$ cat src/rtl/mc_pkg.sv
// Shared encodings for the multi-cycle MIPS controller: FSM states, ALU and
// extender codes, and the opcode/funct values of the supported instruction set.
package mc_pkg;

  typedef enum logic [2:0] {
    ST_IF   = 3'd0,
    ST_ID   = 3'd1,
    ST_EX   = 3'd2,
    ST_MEM  = 3'd3,
    ST_WB   = 3'd4,
    ST_TRAP = 3'd7
  } state_t;

  localparam logic [4:0] ALU_ADD = 5'd0;
  localparam logic [4:0] ALU_SUB = 5'd1;
  localparam logic [4:0] ALU_AND = 5'd2;
  localparam logic [4:0] ALU_OR  = 5'd3;
  localparam logic [4:0] ALU_SLT = 5'd4;
  localparam logic [4:0] ALU_SLL = 5'd5;
  localparam logic [4:0] ALU_SRL = 5'd6;
  localparam logic [4:0] ALU_LUI = 5'd7;

  localparam logic [1:0] EXT_ZERO  = 2'b00;
  localparam logic [1:0] EXT_SIGN  = 2'b01;
  localparam logic [1:0] EXT_UPPER = 2'b10;

  localparam logic [5:0] OP_R     = 6'b000000;
  localparam logic [5:0] OP_ADDIU = 6'b001001;
  localparam logic [5:0] OP_ORI   = 6'b001101;
  localparam logic [5:0] OP_LUI   = 6'b001111;
  localparam logic [5:0] OP_LW    = 6'b100011;
  localparam logic [5:0] OP_SW    = 6'b101011;
  localparam logic [5:0] OP_BEQ   = 6'b000100;
  localparam logic [5:0] OP_BNE   = 6'b000101;
  localparam logic [5:0] OP_J     = 6'b000010;
  localparam logic [5:0] OP_JAL   = 6'b000011;

  localparam logic [5:0] FN_ADDU = 6'b100001;
  localparam logic [5:0] FN_SUBU = 6'b100011;
  localparam logic [5:0] FN_AND  = 6'b100100;
  localparam logic [5:0] FN_OR   = 6'b100101;
  localparam logic [5:0] FN_SLT  = 6'b101010;
  localparam logic [5:0] FN_SLL  = 6'b000000;
  localparam logic [5:0] FN_SRL  = 6'b000010;
  localparam logic [5:0] FN_JR   = 6'b001000;

endpackage

$ cat src/rtl/mc_decode.sv
// Combinational decode of opcode/funct into instruction class flags, ALU
// operation, extender mode, operand selects and a legal-instruction flag.
module mc_decode
  import mc_pkg::*;
(
  input  logic [5:0] op,
  input  logic [5:0] funct,
  output logic       is_alu,
  output logic       is_load,
  output logic       is_store,
  output logic       is_branch,
  output logic       is_jump,
  output logic       is_link,
  output logic       reg_dst,
  output logic       alu_src,
  output logic [1:0] ext_op,
  output logic [4:0] alu_ctr,
  output logic       legal
);

  always_comb begin
    is_alu    = 1'b0;
    is_load   = 1'b0;
    is_store  = 1'b0;
    is_branch = 1'b0;
    is_jump   = 1'b0;
    is_link   = 1'b0;
    reg_dst   = 1'b0;
    alu_src   = 1'b0;
    ext_op    = EXT_ZERO;
    alu_ctr   = ALU_ADD;
    legal     = 1'b1;
    case (op)
      OP_R: begin
        is_alu  = 1'b1;
        reg_dst = 1'b1;
        case (funct)
          FN_ADDU: alu_ctr = ALU_ADD;
          FN_SUBU: alu_ctr = ALU_SUB;
          FN_AND:  alu_ctr = ALU_AND;
          FN_OR:   alu_ctr = ALU_OR;
          FN_SLT:  alu_ctr = ALU_SLT;
          FN_SLL:  alu_ctr = ALU_SLL;
          FN_SRL:  alu_ctr = ALU_SRL;
          FN_JR: begin
            is_alu  = 1'b0;
            reg_dst = 1'b0;
            is_jump = 1'b1;
          end
          default: begin
            is_alu  = 1'b0;
            reg_dst = 1'b0;
            legal   = 1'b0;
          end
        endcase
      end
      OP_ADDIU: begin
        is_alu  = 1'b1;
        alu_src = 1'b1;
        ext_op  = EXT_SIGN;
        alu_ctr = ALU_ADD;
      end
      OP_ORI: begin
        is_alu  = 1'b1;
        alu_src = 1'b1;
        ext_op  = EXT_ZERO;
        alu_ctr = ALU_OR;
      end
      OP_LUI: begin
        is_alu  = 1'b1;
        alu_src = 1'b1;
        ext_op  = EXT_UPPER;
        alu_ctr = ALU_LUI;
      end
      OP_LW: begin
        is_load = 1'b1;
        alu_src = 1'b1;
        ext_op  = EXT_SIGN;
        alu_ctr = ALU_ADD;
      end
      OP_SW: begin
        is_store = 1'b1;
        alu_src  = 1'b1;
        ext_op   = EXT_SIGN;
        alu_ctr  = ALU_ADD;
      end
      // beq and bne share SUB; the NPC combines zero with the opcode
      OP_BEQ, OP_BNE: begin
        is_branch = 1'b1;
        ext_op    = EXT_SIGN;
        alu_ctr   = ALU_SUB;
      end
      OP_J: is_jump = 1'b1;
      OP_JAL: begin
        is_jump = 1'b1;
        is_link = 1'b1;
      end
      default: legal = 1'b0;
    endcase
  end

endmodule

$ cat src/rtl/mc_ctrl.sv
// Multi-cycle IF/ID/EX/MEM/WB controller for the MIPS datapath with memory
// wait states, a MEM timeout trap and a retired-instruction counter.
module mc_ctrl
  import mc_pkg::*;
#(
  parameter int CNT_W       = 32,
  parameter int MEM_TIMEOUT = 15
) (
  input  logic             clk,
  input  logic             reset,
  input  logic [31:0]      instruction,
  input  logic             zero,
  input  logic             mem_rdy,
  output logic             PCWr,
  output logic             IRWr,
  output logic             RegDst,
  output logic             RegWr,
  output logic             ALUSrc,
  output logic             MemWr,
  output logic             MemtoReg,
  output logic [1:0]       ExtOp,
  output logic [4:0]       ALUctr,
  output logic             Branch,
  output logic             Jump,
  output logic             illegal,
  output logic             bus_err,
  output logic [CNT_W-1:0] retired,
  output logic [2:0]       state
);

  localparam int WAIT_W = (MEM_TIMEOUT > 1) ? $clog2(MEM_TIMEOUT) : 1;
  localparam bit TIMEOUT_ON = (MEM_TIMEOUT != 0);
  localparam logic [WAIT_W-1:0] WAIT_LAST = WAIT_W'((MEM_TIMEOUT > 0) ? MEM_TIMEOUT - 1 : 0);

  state_t             state_q;
  logic [CNT_W-1:0]   retired_q;
  logic [WAIT_W-1:0]  wait_cnt;
  logic               illegal_q;
  logic               bus_err_q;
  logic [5:0]         ir_op;
  logic [5:0]         ir_fn;

  logic is_alu, is_load, is_store, is_branch, is_jump, is_link;
  logic dec_reg_dst, dec_alu_src, legal;
  logic [1:0] dec_ext_op;
  logic [4:0] dec_alu_ctr;

  logic pc_wr, ir_wr, reg_wr, mem_wr;

  // Only opcode and funct steer the controller; the NPC alone consumes zero
  logic unused_inputs;
  assign unused_inputs = ^{instruction[25:6], zero};

  // Controller's own copy of the IR fields, loaded alongside the datapath IR
  always_ff @(posedge clk) begin
    if (state_q == ST_IF) begin
      ir_op <= instruction[31:26];
      ir_fn <= instruction[5:0];
    end
  end

  mc_decode u_decode (
    .op        (ir_op),
    .funct     (ir_fn),
    .is_alu    (is_alu),
    .is_load   (is_load),
    .is_store  (is_store),
    .is_branch (is_branch),
    .is_jump   (is_jump),
    .is_link   (is_link),
    .reg_dst   (dec_reg_dst),
    .alu_src   (dec_alu_src),
    .ext_op    (dec_ext_op),
    .alu_ctr   (dec_alu_ctr),
    .legal     (legal)
  );

  always_ff @(posedge clk or posedge reset) begin
    if (reset) begin
      state_q   <= ST_IF;
      retired_q <= '0;
      wait_cnt  <= '0;
      illegal_q <= 1'b0;
      bus_err_q <= 1'b0;
    end else begin
      if (pc_wr)
        retired_q <= retired_q + CNT_W'(1);
      case (state_q)
        ST_IF: state_q <= ST_ID;
        ST_ID: begin
          if (!legal) begin
            state_q   <= ST_TRAP;
            illegal_q <= 1'b1;
          end else begin
            state_q <= ST_EX;
          end
        end
        ST_EX: begin
          if (is_load || is_store)
            state_q <= ST_MEM;
          else if (is_alu)
            state_q <= ST_WB;
          else
            state_q <= ST_IF;
        end
        ST_MEM: begin
          if (mem_rdy) begin
            wait_cnt <= '0;
            state_q  <= is_load ? ST_WB : ST_IF;
          end else if (TIMEOUT_ON && wait_cnt == WAIT_LAST) begin
            wait_cnt  <= '0;
            state_q   <= ST_TRAP;
            bus_err_q <= 1'b1;
          end else begin
            wait_cnt <= wait_cnt + WAIT_W'(1);
          end
        end
        ST_WB:   state_q <= ST_IF;
        default: state_q <= ST_TRAP;
      endcase
    end
  end

  // ALU controls stay valid from EX through WB so the address/result is stable
  always_comb begin
    pc_wr    = 1'b0;
    ir_wr    = 1'b0;
    reg_wr   = 1'b0;
    mem_wr   = 1'b0;
    RegDst   = 1'b0;
    ALUSrc   = 1'b0;
    MemtoReg = 1'b0;
    ExtOp    = EXT_ZERO;
    ALUctr   = ALU_ADD;
    Branch   = 1'b0;
    Jump     = 1'b0;
    case (state_q)
      ST_IF: ir_wr = 1'b1;
      ST_EX: begin
        ALUSrc = dec_alu_src;
        ExtOp  = dec_ext_op;
        ALUctr = dec_alu_ctr;
        if (is_branch || is_jump) begin
          pc_wr  = 1'b1;
          Branch = is_branch;
          Jump   = is_jump;
          reg_wr = is_link;
        end
      end
      ST_MEM: begin
        ALUSrc = dec_alu_src;
        ExtOp  = dec_ext_op;
        ALUctr = dec_alu_ctr;
        mem_wr = is_store;
        pc_wr  = is_store && mem_rdy;
      end
      ST_WB: begin
        ALUSrc   = dec_alu_src;
        ExtOp    = dec_ext_op;
        ALUctr   = dec_alu_ctr;
        RegDst   = dec_reg_dst;
        MemtoReg = is_load;
        reg_wr   = 1'b1;
        pc_wr    = 1'b1;
      end
      default: ;
    endcase
  end

  // Gate enables with reset so an in-flight write dies the moment reset rises
  assign PCWr  = pc_wr  && !reset;
  assign IRWr  = ir_wr  && !reset;
  assign RegWr = reg_wr && !reset;
  assign MemWr = mem_wr && !reset;

  assign illegal = illegal_q;
  assign bus_err = bus_err_q;
  assign retired = retired_q;
  assign state   = state_q;

endmodule

$ cat config.mk
export PLATFORM = sky130hd
export DESIGN_NAME = mc_ctrl
export DESIGN_NICKNAME = d
export VERILOG_FILES = /design/src/rtl/mc_pkg.sv /design/src/rtl/mc_decode.sv /design/src/rtl/mc_ctrl.sv
export SDC_FILE = /design/constraint.sdc
export NUM_CORES = 1
export LEC_CHECK = 0
export BUFFER_PORTS_ARGS = -buffer_cell sky130_fd_sc_hd__buf_2
export CAP_MARGIN = 20
export CORE_MARGIN = 5
export CORE_UTILIZATION = 56
export DETAILED_ROUTE_END_ITERATION = 12
export HOLD_SLACK_MARGIN = 0.15
export PLACE_DENSITY = 0.95
export SLEW_MARGIN = 20
export SYNTH_ARGS = -nofsm -noshare
export SYNTH_HDL_FRONTEND = slang
export SYNTH_HIERARCHICAL = 1
export SYNTH_SLANG_ARGS = --single-unit
$ cat constraint.sdc
create_clock -name clk -period 4 [get_ports clk]
set_input_delay 0.2 -clock clk [delete_from_list [all_inputs] [get_ports clk]]
set_output_delay 0.2 -clock clk [all_outputs]
set_load 0.03 [all_outputs]
# Yosys cells after proc, flatten, opt, wreduce, memory -nomap -nowiden
# Cells that the tools add are included.
# totals
regBits	53
in_bits	36
out_inout_bits	53
wordCells	94
# op_classes
add_sub_neg	2
eq_ne	22
mux	39
bitwise_logic	2
reduce_logical	22
# op_table
cell	count
$eq A6 B6 Y1 const B	7
$add A32 B1 Y32 const B	1
$eq A6 B4 Y1 const B	4
$mux W1	20
$pmux W5 S4	1
$eq A6 B2 Y1 const B	3
$mux W3	6
$pmux W3 S6	1
$pmux W3 S5	1
$eq A6 B3 Y1 const B	2
$logic_not A6 Y1	2
$reduce_or A5 Y1	2
$reduce_or A9 Y1	1
$mux W4	2
$pmux W1 S2	4
$reduce_or A8 Y1	1
$reduce_or A7 Y1	1
$eq A3 B2 Y1 const B	2
$reduce_or A3 Y1	2
$logic_and A1 B1 Y1	5
$mux W5	1
$add A4 B1 Y4 const B	1
$eq A4 B4 Y1 const B	1
$pmux W2 S2	1
12 further kinds	15

# Logic depth before layout (Yosys ltp)
# Gate-level depths: netlist of run 1.
# depth
word_depth	7
ltp_mapped	10
ltp_nobuf	8

# Modules after synthesis
# The synthesis of run 1 kept the hierarchy.
# modules_own_cells
module	instances	cells_each	area_each_um2	seq_area_each_um2
mc_ctrl	1	239	2537.4	1386.3
mc_decode	1	73	437.9	0.0

# Worst setup path before layout of run 1
# Ideal clock, no wire load.
# synth_path
kind	reg2out
start	register ir_op[5]
end	output port RegWr
t_arrival_ps	2186
required_ps	3800
slack_ps	1614
path_stages_with_launch	9
path_buffers	1
path_cell_list	edfxtp_1 > buf_2 > or2_1 > or3_1 > nor2_1 > nor2_1 > nor2_1 > nand2_1 > a211oi_1
# synth_between
elab_chain_cells	7
word_cells_on_any_way	14
cone_classes	eq/ne (4); mux (5); reduce/logical (5)
# synth_rtl
item	line_no	text
from (decl)	mc_ctrl.sv:40	logic [5:0] ir_op;
from (signal assigned)	mc_ctrl.sv:57	ir_op <= instruction[31:26];
$eq A6 B2 Y1	mc_decode.sv:33	case (op)
$reduce_or A2 Y1 (no line)	-	
$pmux W1 S2 *	mc_decode.sv:33	
via is_jump	mc_ctrl.sv:43	logic is_alu, is_load, is_store, is_branch, is_jump, is_link;
$logic_or A1 B1 Y1 *	mc_ctrl.sv:143	if (is_branch || is_jump) begin
$mux W1 *	mc_ctrl.sv:143	
$pmux W1 S2 *	mc_ctrl.sv:137	case (state_q)
$logic_and A1 B1 Y1 *	mc_ctrl.sv:173	assign RegWr = reg_wr && !reset;
to (decl)	mc_ctrl.sv:17	output logic RegWr,
# Mark *: on every way through the listed nets, which the timed path passes. The rest lies on a longest branch.

# Worst setup path in the final report of run 1
# layout_path
start	register ir_op[5]
end	register retired_q[29], in the netlist retired[29]
# layout_between
elab_chain_cells	6
word_cells_on_any_way	15
cone_classes	eq/ne (5); mux (5); reduce/logical (5)
# layout_rtl
item	line_no	text
$eq A6 B2 Y1	mc_decode.sv:33	
$reduce_or A2 Y1 (no line)	-	
$pmux W1 S2 *	mc_decode.sv:33	
via is_jump	mc_ctrl.sv:43	
$logic_or A1 B1 Y1 *	mc_ctrl.sv:143	
$mux W1 *	mc_ctrl.sv:143	
$pmux W1 S3 *	mc_ctrl.sv:137	
to (signal assigned)	mc_ctrl.sv:87	retired_q <= retired_q + CNT_W'(1);
to (decl)	mc_ctrl.sv:36	logic [CNT_W-1:0] retired_q;
# Marked as above.
# A chain may end at the register's enable or synchronous reset.

==> results.txt, run 1 <==
----------------------------------------------------
[Global route]
  Initial antenna violation count ... 0
  Met2 Track Usage GR ... 31.63%
  Overflow after GRT ... 0
  Met1 Resource Use GR ... 27.97%
  Met3 routing resource usage after global routing ... 3.366%
  Total routing usage reported by global routing ... 19.89%
  Wire length of the first global-routing pass ... 11.64 mm
  Largest net degree at the start of global routing ... 34
  Most congested layer reported by global routing ... met2
  Vias in the first global route ... 2450

[Logic synthesis]
  Mean post-synth cell area ... 9.536 sq um
  Cell taking the most area after synthesis ... dfrtp_1
  Most used standard cells in the synthesized netlist ... 41 x dfrtp_1, 35 x nor2_1, 30 x nand2_1
  Portion of the post-synthesis area used by sequential elements ... 46.59%
  Post-synthesis cell type count ... 58
  Top_reg_cell synth ... dfrtp_1
  Portion of synthesized cell area occupied by the leading cell type ... 34.48%
  Flops & latches, synth ... 53
  Most used standard cell by instance count after synthesis ... dfrtp_1
  Most area-consuming cells after synthesis ... dfrtp_1 34%, edfxtp_1 12%, xor2_1 5.3%, nor2_1 4.4%, xnor2_1 3.8%
  Cell Area, Synth ... 0.002975 sq mm
  Share of flip-flops with an asynchronous set or reset ... 77.36%
  Cell count after synthesis ... 312
  Yosys synthesis warning count ... 6
  Number of flops mapped to enable cells by yosys ... 12

[Floorplanning]
  Die area ... 0.006871 sq mm
  Die height ... 82.89 um
  Placeable core area ... 0.005140 sq mm
  Row cnt ... 26
  Initial Utilization ... 57.89%
  Die W ... 82.89 um
  Io pins ... 89

[Worst setup path]
  Data arrival time of the critical path ... 3.01 ns
  WS Path Type ... register to register
  Total number of cells along the worst setup path ... 8
  Largest stage delay on the critical path ... 0.52 ns
  Total buffers and inverters traversed by the critical path ... 0
  Delay-heaviest family, CP ... simple AND/OR/NAND/NOR gates
  Crit-path max FO ... 13
  Category of the worst setup path capture point ... register
  Series of cell instances along the critical path ... or2_1 > or3_1 > nor2_1 > nor2_1 > o21ai_2 > o2111ai_2 > nor4_1 > xnor2_1
  Critical Path Slowest Stage Cell ... edfxtp_1
  Startpoint kind of the worst setup timing path ... register
  Worst Reg-to-Reg Cells ... 8
  Data required time of the worst path ... 4.23 ns
  Cell with the most instances on the worst path ... nor2_1

[Clocking]
  Deepest level of the CTS H-tree ... 2
  Post-CTS Resized ... 0
  Buffer levels on the longest clock path ... 2
  Clock tree from TritonCTS ... yes
  Clock-pin slew of the registers on the worst-case setup and hold paths ... 0.11 ns
  Cell at the root of the clock tree ... clkbuf_8
  Insertion delay to the later sink of the worst-skew pair ... 0.31 ns
  Total clock buffers created by CTS ... 5
  TritonCTS sink count ... 53

[STA]
  Setup violations, final ... 0
  Final critical-path required period ... 2.772 ns
  Worst slew margin relative to its limit ... 33.51%
  Post-Route Skew ... 0.01217 ns
  Final-layout setup total negative slack ... 0 ns
  Number of max-slew violations in the final report ... 0
  Setup repair after global routing missed its margin ... no
  Post-route fraction of the period consumed by the critical path ... 69.30%
  Fin. Hold Viols ... 0
  Transition time at the pin with the least slew margin ... 0.9974 ns
  Upper clock frequency limit ... 360.7 MHz

[Job]
  Maximum capacitance violations ... 0

[Layout]
  Number of nets at the end of the flow ... 422
  Area added between synthesis and finish ... 18.80%
  Number of filler instances in the final layout ... 448
  Utilization after layout ... 68.77%
  Antenna diodes ... 0
  Share of post-route cells with drive strength above 1 ... 22.66%

[Detailed routing]
  Via density per instance ... 5.579
  Iteration-0 DRC count of the detailed router ... 146
  Number of DRC violations after detailed routing ... 0
  Via total after detailed routing ... 2533
  Final wirelength ... 6.698 mm
  DRT Pass-1 Iters ... 4
  DR WL/cell ... 14.75 um
  Number of nets with antenna violations after routing ... 0

[Status]
  Run status ... finished, final reports clean

[Placement]
  GP Congestion ... 0.8957
  Count of buffers inserted at the top-level ports ... 65
  Post-detailed-placement half-perimeter wirelength ... 4.906 mm

[Hold path]
  Worst min-delay path category ... input port to register
  Hold depth ... 2

[Power and ir drop]
  Power per cell area ... 253.3 mW/mm^2
  Peak VDD IR ... 216.4 uV
  Leakage Power ... 1.689 nW

----------------------------------------------------
## layout by cell type (no fill, tap or decap), drive strengths merged, types with 3 or more instances in the layout
| cell | n |
|---|---|
| xnor2 | 13 |
| o21ai | 9 |
| and3 | 9 |
| a21oi | 11 |
| nor2 | 37 |
| dfrtp | 41 |
| edfxtp | 12 |
| nor2b | 11 |
| a211oi | 4 |
| xor2 | 18 |
| mux2i | 4 |
| inv | 12 |
| buf | 67 |
| ha | 3 |
| nor4 | 9 |
| nand2 | 30 |
| nand2b | 4 |
| nand4 | 8 |
| nand3 | 12 |
| nor3b | 4 |
| dlygate4sd3 | 13 |
| nor3 | 13 |
| clkbuf | 5 |
| or3 | 5 |
## metrics by stage
stage               instance area, sq um  total power [W]  worst slack (ns)  hold slack, ns  instances
floorplan                           2979        0.0005735             1.614          0.2989        313
global placement                    3311        0.0005817             1.368          0.2302        433
detailed placement                  3311        0.0005822             1.266          0.2283        433
CTS                                 3535        0.0009045             1.237          0.1873        454
global route                        3535        0.0009248             1.056          0.2070        454
finish                              3535        0.0008954             1.228          0.2007        454
## power breakdown
part           switching, W  leakage (nW)  internal (W)   total, W
clock network      0.000186        0.0466      0.000128   0.000315
registers                 0         0.634      0.000552   0.000552
logic             0.0000137          1.01     0.0000147  0.0000284
total              0.000200          1.69      0.000695   0.000895
## cells by family after synthesis
group                    count (synthesis)  share of synthesized area (%)
other                                    1                         0.1260
multiplexers                             4                          1.346
XOR/XNOR                                31                          9.125
buffers and inverters                   27                          4.499
AO/OA/AOI/OAI                           42                          10.18
adder cells (fa/ha/maj)                  3                          1.262
flip-flops                              53                          46.59
AND/OR/NAND/NOR                        151                          26.87
## worst reg2reg max path, stage by stage, from the launching register on
cell and delay, ns:
edfxtp_1 0.52, or2_1 0.32, or3_1 0.34, nor2_1 0.14, nor2_1 0.08, o21ai_2 0.22
o2111ai_2 0.40, nor4_1 0.52, xnor2_1 0.17
## metal layers
layer | vias to the layer above | wire length [um]
met5 | - | 0
met4 | 0 | 108
met3 | 11 | 382
met2 | 78 | 3119
met1 | 1209 | 3089
li1 | 1235 | -
## repair_timing
action | in CTS | in global routing
setup buffers | 0 | 0
hold buffers | 13 | 0
hold endpoints to repair | 20 | 0
## state kept, by name, indices dropped and copies added (netlist names)
name,flops
retired,32
ir_fn,6
ir_op,6
wait_cnt,4
state,3
bus_err,1
illegal,1
## worst paths after layout
| kind | slack [ns] | to | from |
|---|---|---|---|
| worst max-delay path | 1.23 | retired[29] | ir_op[5] |
| worst min-delay path | 0.20 | wait_cnt[1] | mem_rdy |
| worst max register to register | 1.23 | retired[29] | ir_op[5] |
| worst min register to register | 0.46 | bus_err | bus_err |
| max in group asynchronous | 2.81 | retired[12] | reset |
| min in group asynchronous | 0.45 | bus_err | reset |
## final cells by class
type                            instances  area, sq um  share of cell area [%]
Clock buffer                            5        68.82                   1.947
Tap cell                               70        87.58                   2.478
Clock inverter                          3        25.02                  0.7080
Timing Repair Buffer                   80        470.5                   13.31
Multi-Input combinational cell        233         1459                   41.27
Inverter                               10        37.54                   1.062
Sequential cell                        53         1386                   39.22
Power figures use the tool's default switching activity.
==> inputs of run 2 (changes only) <==
--- a/config.mk
+++ b/config.mk
@@ -8,10 +8,10 @@
 export BUFFER_PORTS_ARGS = -buffer_cell sky130_fd_sc_hd__buf_2
 export CAP_MARGIN = 20
 export CORE_MARGIN = 5
-export CORE_UTILIZATION = 56
+export CORE_UTILIZATION = 47
 export DETAILED_ROUTE_END_ITERATION = 12
 export HOLD_SLACK_MARGIN = 0.15
-export PLACE_DENSITY = 0.95
+export PLACE_DENSITY = 0.88
 export SLEW_MARGIN = 20
 export SYNTH_ARGS = -nofsm -noshare
 export SYNTH_HDL_FRONTEND = slang
==> constraint.sdc (replaced) <==
create_clock -name clk -period 2.4 [get_ports clk]
set_input_delay 0.12 -clock clk [delete_from_list [all_inputs] [get_ports clk]]
set_output_delay 0.12 -clock clk [all_outputs]
set_load 0.03 [all_outputs]
==> results.txt, run 2 (synthesis results as in run 1) <==
----------------------------------------------------
[Global route]
  Vias in the first global route ... 2537
  Initial antenna violation count ... 0
  Overflow after GRT ... 0
  Total routing usage reported by global routing ... 19.60%
  Wire length of the first global-routing pass ... 12.10 mm
  Largest net degree at the start of global routing ... 42

[Layout]
  Utilization after layout ... 62.21%
  Non-filler cells in the finished layout ... 484
  Area added between synthesis and finish ... 30.49%
  Most common cell after layout, fill and taps aside ... buf_2
  Flip-flop count of the largest register, all copies and words added ... 32
  Finished Cell Area ... 0.003882 sq mm
  Most frequent cells in the layout ... 62 x buf_2, 41 x dfrtp_1, 30 x nand2_1, 30 x nor2_1, 22 x buf_4
  Antenna diodes ... 0
  Number of nets at the end of the flow ... 445
  Share of post-route cells with drive strength above 1 ... 30.22%

[Floorplanning]
  Die area ... 0.008022 sq mm
  Row cnt ... 29
  Placeable core area ... 0.006241 sq mm
  Die W ... 89.57 um
  Initial Utilization ... 47.67%
  Die height ... 89.57 um
  Io pins ... 89

[Worst setup path]
  Critical Path Slowest Stage Cell ... edfxtp_1
  Largest stage delay on the critical path ... 0.41 ns
  Crit-path max FO ... 8
  Category of the worst setup path capture point ... register
  Series of cell instances along the critical path ... or2_1 > or3_4 > nor2_4 > nor2_2 > o21ai_4 > buf_6 > o2111ai_4 > nor4_4 > xor2_1
  FF-to-FF setup slack ... -0.04 ns
  Data required time of the worst path ... 2.64 ns
  Startpoint kind of the worst setup timing path ... register
  Data arrival time of the critical path ... 2.68 ns
  WS Path Type ... register to register

[STA]
  Final critical-path required period ... 2.436 ns
  Fin. Hold Viols ... 0
  Post-route worst setup slack ... -0.03646 ns
  Setup repair after global routing missed its margin ... yes
  Number of max-slew violations in the final report ... 0
  Setup violations, final ... 3
  Upper clock frequency limit ... 410.4 MHz
  Post-route fraction of the period consumed by the critical path ... 101.5%
  Final worst hold slack ... 0.4589 ns
  Post-Route Skew ... 0.01280 ns
  Transition time at the pin with the least slew margin ... 0.5935 ns
  Worst slew margin relative to its limit ... 60.35%

[Placement]
  Post-detailed-placement half-perimeter wirelength ... 5.234 mm
  GP Congestion ... 0.9249
  Count of buffers inserted at the top-level ports ... 65
  Dpl cells ... 452
  Post-placement cell area ... 0.003410 sq mm

[Power and ir drop]
  Peak VDD IR ... 232.0 uV
  Leakage Power ... 1.856 nW
  Power per cell area ... 403.8 mW/mm^2

[Status]
  Run status ... finished, violations left
  Failing checks ... setup timing

[Detailed routing]
  DR WL/cell ... 16.27 um
  Number of nets with antenna violations after routing ... 0
  Iteration-0 DRC count of the detailed router ... 415
  Via density per instance ... 5.682
  Number of DRC violations after detailed routing ... 0
  DRT Pass-1 Iters ... 5
  Via total after detailed routing ... 2750
  Final wirelength ... 7.876 mm

[Job]
  Maximum capacitance violations ... 0

[Clocking]
  Deepest level of the CTS H-tree ... 2
  Insertion delay to the later sink of the worst-skew pair ... 0.32 ns
  Total clock buffers created by CTS ... 5
  Buffer levels on the longest clock path ... 2
  Clock tree from TritonCTS ... yes
  TritonCTS sink count ... 53
  Clock-pin slew of the registers on the worst-case setup and hold paths ... 0.10 ns
  Cell at the root of the clock tree ... clkbuf_8

[Hold path]
  Worst min-delay path category ... register to register

----------------------------------------------------
-- run 2: changes by cell type in the layout (fill, tap and decap cells not counted), sizes merged --
cell and change:
buf +22, clkbuf +1, clkinv +1, clkinvlp -1, dlygate4sd3 +1, inv -1
-- run 2: path summary, 6_finish.rpt --
check,depth (start not counted),start,end
max in group asynchronous,4,reset,wait_cnt[1]
worst min register to register,1,bus_err,bus_err
worst max register to register,9,ir_op[4],retired[18]
min in group asynchronous,4,reset,retired[3]
worst min-delay path,1,bus_err,bus_err
worst max-delay path,9,ir_op[4],retired[18]
-- run 2: repair_timing --
action | CTS | global route
buffers inserted | 9 | 1
pin swaps | 4 | 13
setup endpoints to repair | 8 | 22
hold buffers | 14 | 0
hold endpoints to repair | 55 | 0
gates resized for setup | 8 | 23
-- run 2: critical path: cells and delay by family, from the launching register on --
family / cells / cell delay [ns]
compound gates: 2 / 0.45
flops: 1 / 0.41
simple gates: 5 / 1.19
xor+xnor: 1 / 0.18
buf+inv: 1 / 0.14
-- run 2: area by class of cell --
class	instances	area, sq um
fill	513	2359
inverter	10	37.54
clock buffer	6	93.84
tap	77	96.34
multi-input combinational	233	1583
sequential	53	1386
clock inverter	2	13.76
timing repair buffer	103	671.9
-- run 2: power by group --
| part | internal (W) | total (W) | leakage [nW] | switching (W) |
|---|---|---|---|---|
| Sequential | 0.000920 | 0.000920 | 0.634 | 0 |
| Combinational | 0.0000257 | 0.0000498 | 1.17 | 0.0000241 |
| Clock | 0.000272 | 0.000597 | 0.0567 | 0.000326 |
| Total | 0.00122 | 0.00157 | 1.86 | 0.000350 |
-- run 2: through the flow --
stage | setup WS, ns | power (W) | setup TNS, ns
floorplan | 0.09380 | 0.0009559 | 0
global placement | 0.04025 | 0.0009696 | 0
detailed placement | -0.1399 | 0.0009710 | -0.3182
CTS | -0.02303 | 0.001570 | -0.06065
global route | -0.1451 | 0.001616 | -1.077
finish | -0.03646 | 0.001568 | -0.04694
-- run 2: layer usage --
metal	GRT usage [%]	routed length, um
met5	0	0
met4	8.796	227
met2	31.18	3927
met3	2.857	490
met1	26.46	3230
